File: src/rtl/battle_sequencer.sv
// Auto-battle sequencer: loads both teams, resolves front-pet hits
// round by round and reports the outcome to the control FSM.
module battle_sequencer #(
    parameter int N_SLOTS    = 5,
    parameter int STAT_W     = 6,
    parameter int ROUND_DLY  = 4,
    parameter int MAX_ROUNDS = 31
) (
    input  logic                  clk,
    input  logic                  reset,
    input  logic                  start,
    output logic [3:0]            team_rd_addr,
    input  logic [2*STAT_W-1:0]   team_rd_data,
    output logic                  busy,
    output logic                  battleDone,
    output logic                  battleWin,
    output logic                  battleTie,
    output logic [2:0]            front_a,
    output logic [2:0]            front_b,
    output logic [STAT_W-1:0]     hp_a,
    output logic [STAT_W-1:0]     hp_b,
    output logic [4:0]            round
);

    localparam logic [2:0] S_IDLE = 3'd0;
    localparam logic [2:0] S_LOAD = 3'd1;
    localparam logic [2:0] S_SKIP = 3'd2;
    localparam logic [2:0] S_WAIT = 3'd3;
    localparam logic [2:0] S_HIT  = 3'd4;
    localparam logic [2:0] S_DONE = 3'd5;

    localparam int DLY_W = (ROUND_DLY > 1) ? $clog2(ROUND_DLY) : 1;
    localparam logic [DLY_W-1:0] DLY_LAST = DLY_W'(ROUND_DLY - 1);
    localparam logic [2:0] NS = 3'(N_SLOTS);
    localparam logic [3:0] LD_LAST = 4'(2 * N_SLOTS);
    localparam logic [4:0] RND_LAST = 5'(MAX_ROUNDS - 1);

    logic [2:0]        state;
    logic [3:0]        ld_cnt;
    logic [3:0]        cap_addr;
    logic              cap_vld;
    logic [DLY_W-1:0]  wcnt;
    logic              capped;

    logic [STAT_W-1:0] atk_a_m [N_SLOTS];
    logic [STAT_W-1:0] hp_a_m  [N_SLOTS];
    logic [STAT_W-1:0] atk_b_m [N_SLOTS];
    logic [STAT_W-1:0] hp_b_m  [N_SLOTS];

    logic              exh_a, exh_b;
    logic              adv_a, adv_b;
    logic [2:0]        fa_i, fb_i;
    logic [STAT_W-1:0] atk_cur_a, atk_cur_b;
    logic [3:0]        slot_w;
    logic              ld_drive;

    assign exh_a = (front_a == NS);
    assign exh_b = (front_b == NS);
    assign fa_i  = exh_a ? 3'd0 : front_a;
    assign fb_i  = exh_b ? 3'd0 : front_b;

    assign hp_a      = exh_a ? '0 : hp_a_m[fa_i];
    assign hp_b      = exh_b ? '0 : hp_b_m[fb_i];
    assign atk_cur_a = atk_a_m[fa_i];
    assign atk_cur_b = atk_b_m[fb_i];

    assign adv_a = !exh_a && (hp_a == '0);
    assign adv_b = !exh_b && (hp_b == '0);

    // A slots occupy addresses 0..N-1, B slots 8..8+N-1
    assign ld_drive = (state == S_LOAD) && (ld_cnt < LD_LAST);
    assign slot_w   = (ld_cnt >= 4'(N_SLOTS)) ? ld_cnt - 4'(N_SLOTS)
                                              : ld_cnt;
    assign team_rd_addr = ld_drive
        ? {(ld_cnt >= 4'(N_SLOTS)), slot_w[2:0]} : 4'd0;

    assign busy       = (state != S_IDLE);
    assign battleDone = (state == S_DONE);
    assign battleTie  = battleDone && (capped || (exh_a && exh_b));
    assign battleWin  = battleDone && !capped && exh_b && !exh_a;

    always_ff @(posedge clk or negedge reset) begin
        if (!reset) begin
            state    <= S_IDLE;
            ld_cnt   <= '0;
            cap_addr <= '0;
            cap_vld  <= 1'b0;
            wcnt     <= '0;
            capped   <= 1'b0;
            front_a  <= '0;
            front_b  <= '0;
            round    <= '0;
            for (int i = 0; i < N_SLOTS; i++) begin
                atk_a_m[i] <= '0;
                hp_a_m[i]  <= '0;
                atk_b_m[i] <= '0;
                hp_b_m[i]  <= '0;
            end
        end else begin
            cap_vld  <= ld_drive;
            cap_addr <= team_rd_addr;
            if (cap_vld) begin
                if (cap_addr[3]) begin
                    atk_b_m[cap_addr[2:0]] <= team_rd_data[2*STAT_W-1:STAT_W];
                    hp_b_m[cap_addr[2:0]]  <= team_rd_data[STAT_W-1:0];
                end else begin
                    atk_a_m[cap_addr[2:0]] <= team_rd_data[2*STAT_W-1:STAT_W];
                    hp_a_m[cap_addr[2:0]]  <= team_rd_data[STAT_W-1:0];
                end
            end

            unique case (state)
                S_IDLE: begin
                    round   <= '0;
                    front_a <= '0;
                    front_b <= '0;
                    capped  <= 1'b0;
                    ld_cnt  <= '0;
                    if (start) state <= S_LOAD;
                end
                S_LOAD: begin
                    if (ld_cnt == LD_LAST) state <= S_SKIP;
                    else ld_cnt <= ld_cnt + 4'd1;
                end
                S_SKIP: begin
                    if (adv_a) front_a <= front_a + 3'd1;
                    if (adv_b) front_b <= front_b + 3'd1;
                    if (!adv_a && !adv_b) begin
                        wcnt  <= '0;
                        state <= (exh_a || exh_b) ? S_DONE : S_WAIT;
                    end
                end
                S_WAIT: begin
                    if (wcnt == DLY_LAST) state <= S_HIT;
                    else wcnt <= wcnt + 1'b1;
                end
                S_HIT: begin
                    // both sides use pre-hit values: simultaneous exchange
                    hp_a_m[fa_i] <= (hp_a > atk_cur_b) ? hp_a - atk_cur_b : '0;
                    hp_b_m[fb_i] <= (hp_b > atk_cur_a) ? hp_b - atk_cur_a : '0;
                    round <= round + 5'd1;
                    if (round == RND_LAST) begin
                        capped <= 1'b1;
                        state  <= S_DONE;
                    end else begin
                        state <= S_SKIP;
                    end
                end
                S_DONE: state <= S_IDLE;
                default: state <= S_IDLE;
            endcase
        end
    end

endmodule

File: config.mk
export PLATFORM = sky130hd
export DESIGN_NAME = battle_sequencer
export DESIGN_NICKNAME = d
export VERILOG_FILES = /design/src/rtl/battle_sequencer.sv
export SDC_FILE = /design/constraint.sdc
export NUM_CORES = 1
export LEC_CHECK = 0
export ABC_CLOCK_PERIOD_IN_PS = 4100
export CORE_UTILIZATION = 50
export CTS_BUF_LIST = sky130_fd_sc_hd__clkbuf_2 sky130_fd_sc_hd__clkbuf_4 sky130_fd_sc_hd__clkbuf_8
export CTS_CLUSTER_SIZE = 10
export DETAILED_ROUTE_END_ITERATION = 7
export DONT_BUFFER_PORTS = 1
export PLACE_DENSITY = 0.68
export SYNTH_ARGS = -nofsm -noshare
export SYNTH_HDL_FRONTEND = slang
export SYNTH_SLANG_ARGS = --single-unit
File: constraint.sdc
create_clock -name clk -period 4.1 [get_ports clk]
set_input_delay 0.82 -clock clk [delete_from_list [all_inputs] [get_ports clk]]
set_output_delay 0.82 -clock clk [all_outputs]
set_load 0.02 [all_outputs]
# Word level (Yosys, flattened, before mapping)

Cells that the tools add are included.

Output and inout port bits: 31
Bits of input ports: 15
Logic and storage cells: 162
Register bits: 146

Equality and inequality tests: 19
Bitwise operators: 4
Reduce and logical (&&, ||, !) cells: 35
Order comparisons: 10
Add/subtract/negate cells: 8
Mux-type cells: 57

Operators by type and width:

| operator                                                                      | number |
|---|---|
| 30-bit bitwise mux                                                            | 6 |
| 30-bit two-way mux                                                            | 6 |
| 6-bit two-way mux                                                             | 15 |
| 6-bit binary-select mux with 3-bit select                                     | 4 |
| 6-bit demux with 3-bit select                                                 | 3 |
| 3-bit two-way mux                                                             | 11 |
| 2-bit != test (second input constant)                                         | 8 |
| 3-bit one-hot mux with 5 select lines                                         | 1 |
| 3-bit == test (second input constant)                                         | 4 |
| 4-bit greater-or-equal comparator (second input constant)                     | 3 |
| 6-bit greater-than comparator                                                 | 2 |
| 1-bit logical AND                                                             | 12 |
| 6-bit zero test                                                               | 2 |
| 4-bit by 1-bit less-than comparator with 1-bit output (second input constant) | 3 |
| 3-bit inverter with 4-bit output                                              | 3 |
| 3-bit one-hot mux with 2 select lines                                         | 2 |
| 2-bit AND reduction                                                           | 6 |
| 6-bit subtractor                                                              | 2 |
| 5-bit one-hot mux with 2 select lines                                         | 1 |
| 4-bit two-way mux                                                             | 2 |
| 4-bit one-hot mux with 2 select lines                                         | 1 |
| 2-bit nonzero test                                                            | 4 |
| 3-bit by 1-bit adder with 3-bit output (second input constant)                | 2 |
| 3-bit by 2-bit == test with 1-bit output (second input constant)              | 2 |
| other kinds (22)                                                              | 28 |

# Depth between registers and ports, before layout

Gate-level depths: netlist (run 1).

Word-level depth: 13
Gate-level depth with buffers: 18
Depth with buffers taken out: 15

# Least setup slack after synthesis (run 1)

No wires, ideal clock.

Kind: register -> register
Start point: register front_a[1]
End point: register hp_a_m[14] (netlist name)
Slack: -0.089 ns
Period minus slack after synthesis: 4.189 ns
Path buffers: 4
Arrival: 4.112 ns
Cell stages (with the launch flop): 18
Setup time: 0.077 ns
Data required time: 4.023 ns
Cell sequence: dfrtp_1 -> clkbuf_1 -> clkbuf_1 -> inv_1 -> ha_1 -> nor4b_2 -> clkbuf_1 -> nand2_1 -> nand2_1 -> nand2_1 -> fa_1 -> nand2b_1 -> a21oi_1 -> o21ai_1 -> a31oi_1 -> clkbuf_1 -> a21oi_1 -> a21oi_1

Longest elaborated chain between the ends: 11
Elaborated cells on any way between the ends: 17
Classes of those cells: 1 x add/sub; 3 x order compare; 1 x eq/ne; 10 x mux; 1 x bitwise; 1 x reduce/logical

Ends and longest elaborated chain:

| what                                                              | RTL line | text |
|---|---|---|
| from (decl)                                                       | 18       | `output logic [2:0] front_a,` |
| from (signal assigned)                                            | 126      | `if (adv_a) front_a <= front_a + 3'd1;` |
| 3-bit == test                                                     | 57       | `assign exh_a = (front_a == NS);` |
| 3-bit two-way mux                                                 | 59       | `assign fa_i = exh_a ? 3'd0 : front_a;` |
| 3-bit inverter with 4-bit output                                  | 62, 139  |  |
| 6-bit binary-select mux with 3-bit select                         | 62       | `assign hp_a = exh_a ? '0 : hp_a_m[fa_i];` |
| 6-bit two-way mux (implied by the code) (2 in a row)              | 62       |  |
| 6-bit two-way mux                                                 | 62       |  |
| 6-bit subtractor or 6-bit greater-than comparator (tied branches) | 139      | `hp_a_m[fa_i] <= (hp_a > atk_cur_b) ? hp_a - atk_cur_b : '0;` |
| 6-bit two-way mux                                                 | 139      |  |
| 30-bit bitwise mux *                                              | 139      |  |
| 30-bit two-way mux *                                              | 112      | `unique case (state)` |
| to (signal, indexed assignment)                                   | 108      | `hp_a_m[cap_addr[2:0]] <= team_rd_data[STAT_W-1:0];` |
| to (signal, indexed assignment)                                   | 139      |  |
| to (decl)                                                         | 46       | `logic [STAT_W-1:0] hp_a_m [N_SLOTS];` |

Every way passes the cells marked *; elsewhere a longest branch is shown, timed or not. The select of a mux whose other input is x is not followed.
A chain may end at the register's enable or synchronous reset.

# Final worst setup path (run 1)

Start point: register front_a[0]
End point: register hp_a_m[16] (netlist name)

The elaborated chain is that of the path after synthesis.

==> results of run 1 <==
-- path summary, 6_finish.rpt --
path	from	to
max	front_a[0]	hp_a_m[16]
min	reset	round[0]
max reg2reg	front_a[0]	hp_a_m[16]
min reg2reg	atk_b_m[0]	atk_b_m[0]
max in group asynchronous	reset	hp_a_m[27]
min in group clk	team_rd_data[6]	atk_b_m[24]
-- sequential cells by signal, summed over array words and instances, names as in the netlist --
register / count
atk_a_m: 30
atk_b_m: 30
cap_addr: 4
cap_vld: 1
capped: 1
front_a: 3
front_b: 3
hp_a_m: 30
hp_b_m: 30
ld_cnt: 4
round: 5
state: 3
wcnt: 2
-- metrics by stage --
stage / worst slack, ns / utilization / std cells
3_3_place_gp: 0.6881 / 0.5368 / 1009
2_1_floorplan: 0.03194 / - / 815
5_1_grt: 0.1737 / 0.5686 / 1039
3_5_place_dp: 0.5378 / 0.5368 / 1009
6_report: 0.4551 / 0.5686 / 1039
4_1_cts: 0.4530 / 0.5686 / 1039
-- power breakdown --
group	switching (mW)	internal (mW)
clock	0.546	0.897
combinational	2.15	1.54
sequential	0.416	2.01
total	3.11	4.45
-- kinds of logic after synthesis --
logic type,count (synthesis)
AO/OA/AOI/OAI,189
XOR/XNOR,4
adder cells (fa/ha/maj),25
buffers and inverters,84
flip-flops,146
multiplexers,150
AND/OR/NAND/NOR,217
-- worst max-delay path: cells and delay by family, from the launching register on --
| family | cells | cell delay [ns] |
|---|---|---|
| adders and majority gates | 2 | 0.72 |
| and+or+nand+nor | 6 | 1.29 |
| DFF | 1 | 0.43 |
| buffers and inverters | 1 | 0.24 |
| AOI/OAI and AO/OA | 4 | 0.87 |
-- layout by cell type (no fill, tap or decap), drive strengths merged, types with 9 or more instances in the layout --
master,instances
nand3,15
clkbuf,21
buf,32
nor2,59
a21oi,74
nand2,84
mux2,93
mux2i,42
dfrtp,146
o21ai,63
inv,30
nand2b,9
ha,23
mux4,15
-- metal layers --
metal | wire length (um) | vias up | global-route usage
met3 | 1702 | 52 | 0.05456
met2 | 10170 | 245 | 0.4345
met1 | 9428 | 3223 | 0.3764
li1 | - | 2915 | -
met5 | 0 | - | 0
met4 | 717 | 0 | 0.1163
-- cell type report --
cell class,count,area share
Multi-Input combinational cell,585,0.4739
Clock inverter,9,0.02489
Timing Repair Buffer,32,0.02641
Sequential cell,146,0.4016
Clock buffer,21,0.03108
Inverter,30,0.01238
Tap cell,216,0.02971
==> impl_metrics.py, run 1 <==
metrics = {
    "run_status": {
        "status": "completed",
    },
    "final_layout": {
        "num-nets-final": 852,
        "multiInputGateArea_mm2": 0.004312,
        "regArea_mm2": 0.003654,
        "stdcell_area_mm2": 0.009097,
        "drive_above_1_share": 0.2151,
        "antenna_cells": 0,
        "n_fill_cell": 1377,
        "area_growth_pct": 9.834,
    },
    "timing": {
        "rsz0062_at_grt": "false",
        "post-route-min-period_ns": 3.645,
        "setup_tns_ns": 0,
        "min_period_over_period": 0.8890,
        "max_slew_margin": 0.3261,
        "max_freq_mhz": 274.4,
        "hold_viol_final": 0,
        "setup_viol": 0,
        "clock_skew_ns": 0.01628,
        "drv_slew": 0,
        "timing.hold.ws_ns": 0.05065,
        "tightestPinTransition_ns": 1.002,
    },
    "worst_hold_path": {
        "min_path_type": "in2async",
    },
    "detailed_routing": {
        "wl_per_cell_um": 21.19,
        "final_antenna_net_count": 0,
        "dr.pass1.iters": 5,
        "drt_first_iter_violations": 521,
        "drc": 0,
        "avgViaCountPerCell": 6.193,
        "num_vias": 6435,
        "wl_um": 22020,
    },
    "logic_synthesis": {
        "synth_nets": 855,
        "synthesis.area_mm2": 0.008283,
        "yosys.area_share.simple": 0.1233,
        "synth_edf_count": 0,
        "ys_ff_latch": 146,
        "synth_compound_area_frac": 0.1343,
        "synthTopCellsByCount": "dfrtp_1, mux2_2, nand2_1",
        "synth.yosys.seq_area_share": 0.4411,
        "synth_xor_xnor_area_share": 0.004230,
        "yosysMostFrequentCell": "dfrtp_1",
        "yosys-top-cells-area": "dfrtp_1, mux2_2, mux2i_1",
        "yosys.cell_types.count": 59,
        "synth_ff_type": "dfrtp_1",
        "synth.yosys.warnings": 0,
        "syn_avg_cell_area_um2": 10.16,
        "synth_top_family_by_area": "multiplexers",
        "yosysTopAreaCell": "dfrtp_1",
        "synthAdderAreaFrac": 0.03958,
        "muxShareOfSynthArea": 0.2180,
        "synthArstFlopShare": 1.000,
        "syn_inst": 815,
        "synth_top_area_share": 0.4411,
    },
    "critical_path": {
        "critPathMostFrequentCell": "nand2_1",
        "slowest_delay_ns": 0.47,
        "ff2ff_path_depth": 13,
        "worstSetupStartpointType": "register",
        "ff2ff_setup_slack_ns": 0.46,
        "worst_path_max_delay_cell": "nor4b_2",
        "arrival_ns": 4.02,
        "crit_fanout": 11,
        "crit_type": "reg2reg",
        "endpoint_kind": "register",
        "crit_chain": "ha_1 -> nor4b_2 -> nand2_1 -> nand2_1 -> nand2_1 -> fa_1 -> nand2b_1 -> a21oi_1 -> o21ai_1 -> a31oi_1 -> buf_4 -> nand3_1 -> o21ai_1",
        "cp.required_ns": 4.48,
    },
    "floorplanning": {
        "start_util": 0.5177,
        "chipWidth_um": 130.7,
        "boundaryPins": 46,
        "die_h_um": 130.7,
        "die_area_mm2": 0.01709,
        "placementRows": 46,
        "core_area_mm2": 0.01600,
    },
    "placement": {
        "gp_congestion": 0.8856,
        "hpwl_um": 15450,
        "io_buffers": 0,
        "dpl_cell_area_mm2": 0.008588,
    },
    "clock_network": {
        "htreeDepth": 4,
        "clk_latency_ns": 0.46,
        "holdBufCountCts": 0,
        "cts_resized": 0,
        "cts_buffer_depth": 2,
        "cts_buffers": 17,
        "clk_pin_slew_worst_paths_ns": 0.08,
        "postCtsSetupBuffers": 0,
        "cts-root-buf": "clkbuf_8",
        "cts_tree": "built",
        "clock_sinks": 146,
    },
    "global_route": {
        "grt_overflow": 0,
        "grt.total_usage": 0.2771,
        "grt_pass1_wl_um": 35290,
        "antenna_found_initial": 0,
        "grt_max_degree": 147,
        "grt_pass1_vias": 6369,
    },
    "job": {
        "maxCapViolations": 0,
    },
    "pwr": {
        "power_mw": 7.567,
        "p_per_area_mw_per_mm2": 831.8,
        "ir_drop_uv": 322.9,
        "p_leak_nw": 3.932,
    },
}
Note: power is estimated with default switching activity, not from simulation.
==> run 2, diff against run 1 <==
--- a/config.mk
+++ b/config.mk
@@ -6,12 +6,15 @@
 export NUM_CORES = 1
 export LEC_CHECK = 0
 export ABC_CLOCK_PERIOD_IN_PS = 4100
-export CORE_UTILIZATION = 50
+export CELL_PAD_IN_SITES_DETAIL_PLACEMENT = 1
+export CELL_PAD_IN_SITES_GLOBAL_PLACEMENT = 1
+export CORE_ASPECT_RATIO = 0.5
+export CORE_UTILIZATION = 48
 export CTS_BUF_LIST = sky130_fd_sc_hd__clkbuf_2 sky130_fd_sc_hd__clkbuf_4 sky130_fd_sc_hd__clkbuf_8
 export CTS_CLUSTER_SIZE = 10
 export DETAILED_ROUTE_END_ITERATION = 7
 export DONT_BUFFER_PORTS = 1
-export PLACE_DENSITY = 0.68
+export PLACE_DENSITY_LB_ADDON = 0.1
 export SYNTH_ARGS = -nofsm -noshare
 export SYNTH_HDL_FRONTEND = slang
 export SYNTH_SLANG_ARGS = --single-unit
==> run 2 against run 1 <==
Via count down 1.1%. Largest cell class unchanged. Core utilization fell by 2.4 points. Sequential power about the same. Clock power decreased by 9%. Register-to-register slack worse by 0.11 ns. First-iteration DRC count is 28% lower. Die area grew 4.3%. Critical path depth grew 1. Routed wire length rose by 13%. Fmax decreased by 3.0%. Sequential share of layout area is 0.14 points higher.
==> impl_metrics.py, run 2 (synthesis results as in run 1) <==
metrics = {
    "run_status": {
        "status": "completed",
    },
    "detailed_routing": {
        "wl_met2_um": 10920,
        "drc": 0,
        "dr.pass1.iters": 5,
        "wl_per_cell_um": 23.57,
        "avgViaCountPerCell": 6.051,
        "num_vias": 6366,
        "wl_um": 24790,
        "final_antenna_net_count": 0,
        "drt_first_iter_violations": 375,
        "routed-wl-met3_um": 1552,
        "wl_met1_um": 11970,
        "highest_layer": "met4",
    },
    "clock_network": {
        "cts-root-buf": "clkbuf_8",
        "postCtsSetupBuffers": 0,
        "clock_sinks": 146,
        "holdBufCountCts": 0,
        "htreeDepth": 4,
        "clk_pin_slew_worst_paths_ns": 0.09,
        "cts_resized": 0,
        "cts_buffer_depth": 2,
        "cts_tree": "built",
        "clk_latency_ns": 0.48,
        "cts_buffers": 17,
    },
    "final_layout": {
        "antenna_cells": 0,
        "layout_common_cells": "dfrtp_1, mux2_2, nand2_1, a21oi_1, nor2_1",
        "multiInputGateArea_mm2": 0.004312,
        "drive_above_1_share": 0.2170,
        "area_growth_pct": 9.456,
        "final_util": 0.5449,
        "regArea_mm2": 0.003654,
        "final_common_cell": "dfrtp_1",
        "n_fill_cell": 1864,
        "num-nets-final": 852,
    },
    "timing": {
        "clock_skew_ns": 0.01816,
        "min_period_over_period": 0.9162,
        "fin_ws_ns": 0.3437,
        "tightestPinTransition_ns": 0.9530,
        "setup_viol": 0,
        "max_slew_margin": 0.3623,
        "hold_viol_final": 0,
        "drv_slew": 0,
        "post-route-min-period_ns": 3.756,
        "rsz0062_at_grt": "false",
        "timing.hold.ws_ns": 0.03502,
        "max_freq_mhz": 266.2,
        "setup_tns_ns": 0,
    },
    "critical_path": {
        "crit_fanout": 9,
        "worstSetupStartpointType": "register",
        "r2r-start": "front_b[1]",
        "cp.required_ns": 4.49,
        "arrival_ns": 4.15,
        "worstSetupStartpoint": "front_b[1]",
        "crit_type": "reg2reg",
        "endpoint_kind": "register",
    },
    "pwr": {
        "p_leak_nw": 3.904,
        "ir_drop_uv": 365.3,
        "power_mw": 7.635,
        "p_per_area_mw_per_mm2": 842.2,
    },
    "job": {
        "maxCapViolations": 0,
    },
    "placement": {
        "io_buffers": 0,
        "hpwl_um": 17610,
        "gp_congestion": 0.9011,
        "pre_cts_slack_ns": 0.4539,
    },
    "worst_hold_path": {
        "min_path_type": "in2async",
    },
    "global_route": {
        "grt.total_usage": 0.2990,
        "grt_overflow": 0,
        "grt_pass1_vias": 6658,
        "grt_pass1_wl_um": 39430,
        "antenna_found_initial": 2,
        "grt_max_degree": 147,
    },
    "floorplanning": {
        "die_h_um": 94.89,
        "placementRows": 33,
        "die_area_mm2": 0.01782,
        "start_util": 0.4978,
        "core_area_mm2": 0.01664,
        "chipWidth_um": 187.8,
        "boundaryPins": 46,
    },
}
[run 2: final cells by class]
class	instances	area share
clock buffer	18	0.02733
clock inverter	14	0.02250
inverter	30	0.01242
multi-input combinational	585	0.4756
sequential	146	0.4030
tap	227	0.03133
timing repair buffer	32	0.02788
[run 2: final timing paths]
path	slack [ns]	cells after the start	endpoint
min	0.04	0	hp_a_m[20]
min in group clk	0.49	1	atk_a_m[11]
min reg2reg	0.51	1	atk_b_m[19]
max reg2reg	0.34	14	hp_a_m[10]
max in group asynchronous	3.75	0	atk_b_m[23]
max	0.34	14	hp_a_m[10]
[run 2: report_power, final]
group	internal, mW	switching, mW	total, mW
sequential	2.01	0.427	2.44
clock	0.689	0.625	1.31
combinational	1.60	2.29	3.88
total	4.29	3.34	7.64
[run 2: through the flow]
stage / instances / instance area, um^2
final: 1052 / 9066
after global routing: 1052 / 9066
after CTS: 1052 / 9066
after detailed placement: 1020 / 8615
after global placement: 1020 / 8615
after floorplan: 815 / 8284
[run 2: per-layer routing]
metal	track usage	vias up
met1	0.4103	3286
met5	0	-
li1	-	2921
met2	0.4670	134
met3	0.08584	25
met4	0.07453	0
[run 2: worst max-delay path, cell delays in order, from the launching register on]
cell and delay, ns:
dfrtp_1 0.51, inv_1 0.17, ha_1 0.38, inv_1 0.14, and3_1 0.19, a21oi_1 0.11, o21ai_0 0.13, ha_1 0.25
fa_1 0.41, nand2b_1 0.16, a21oi_1 0.18, o21ai_1 0.10, a31oi_1 0.40, nand3_1 0.31, o21ai_0 0.22
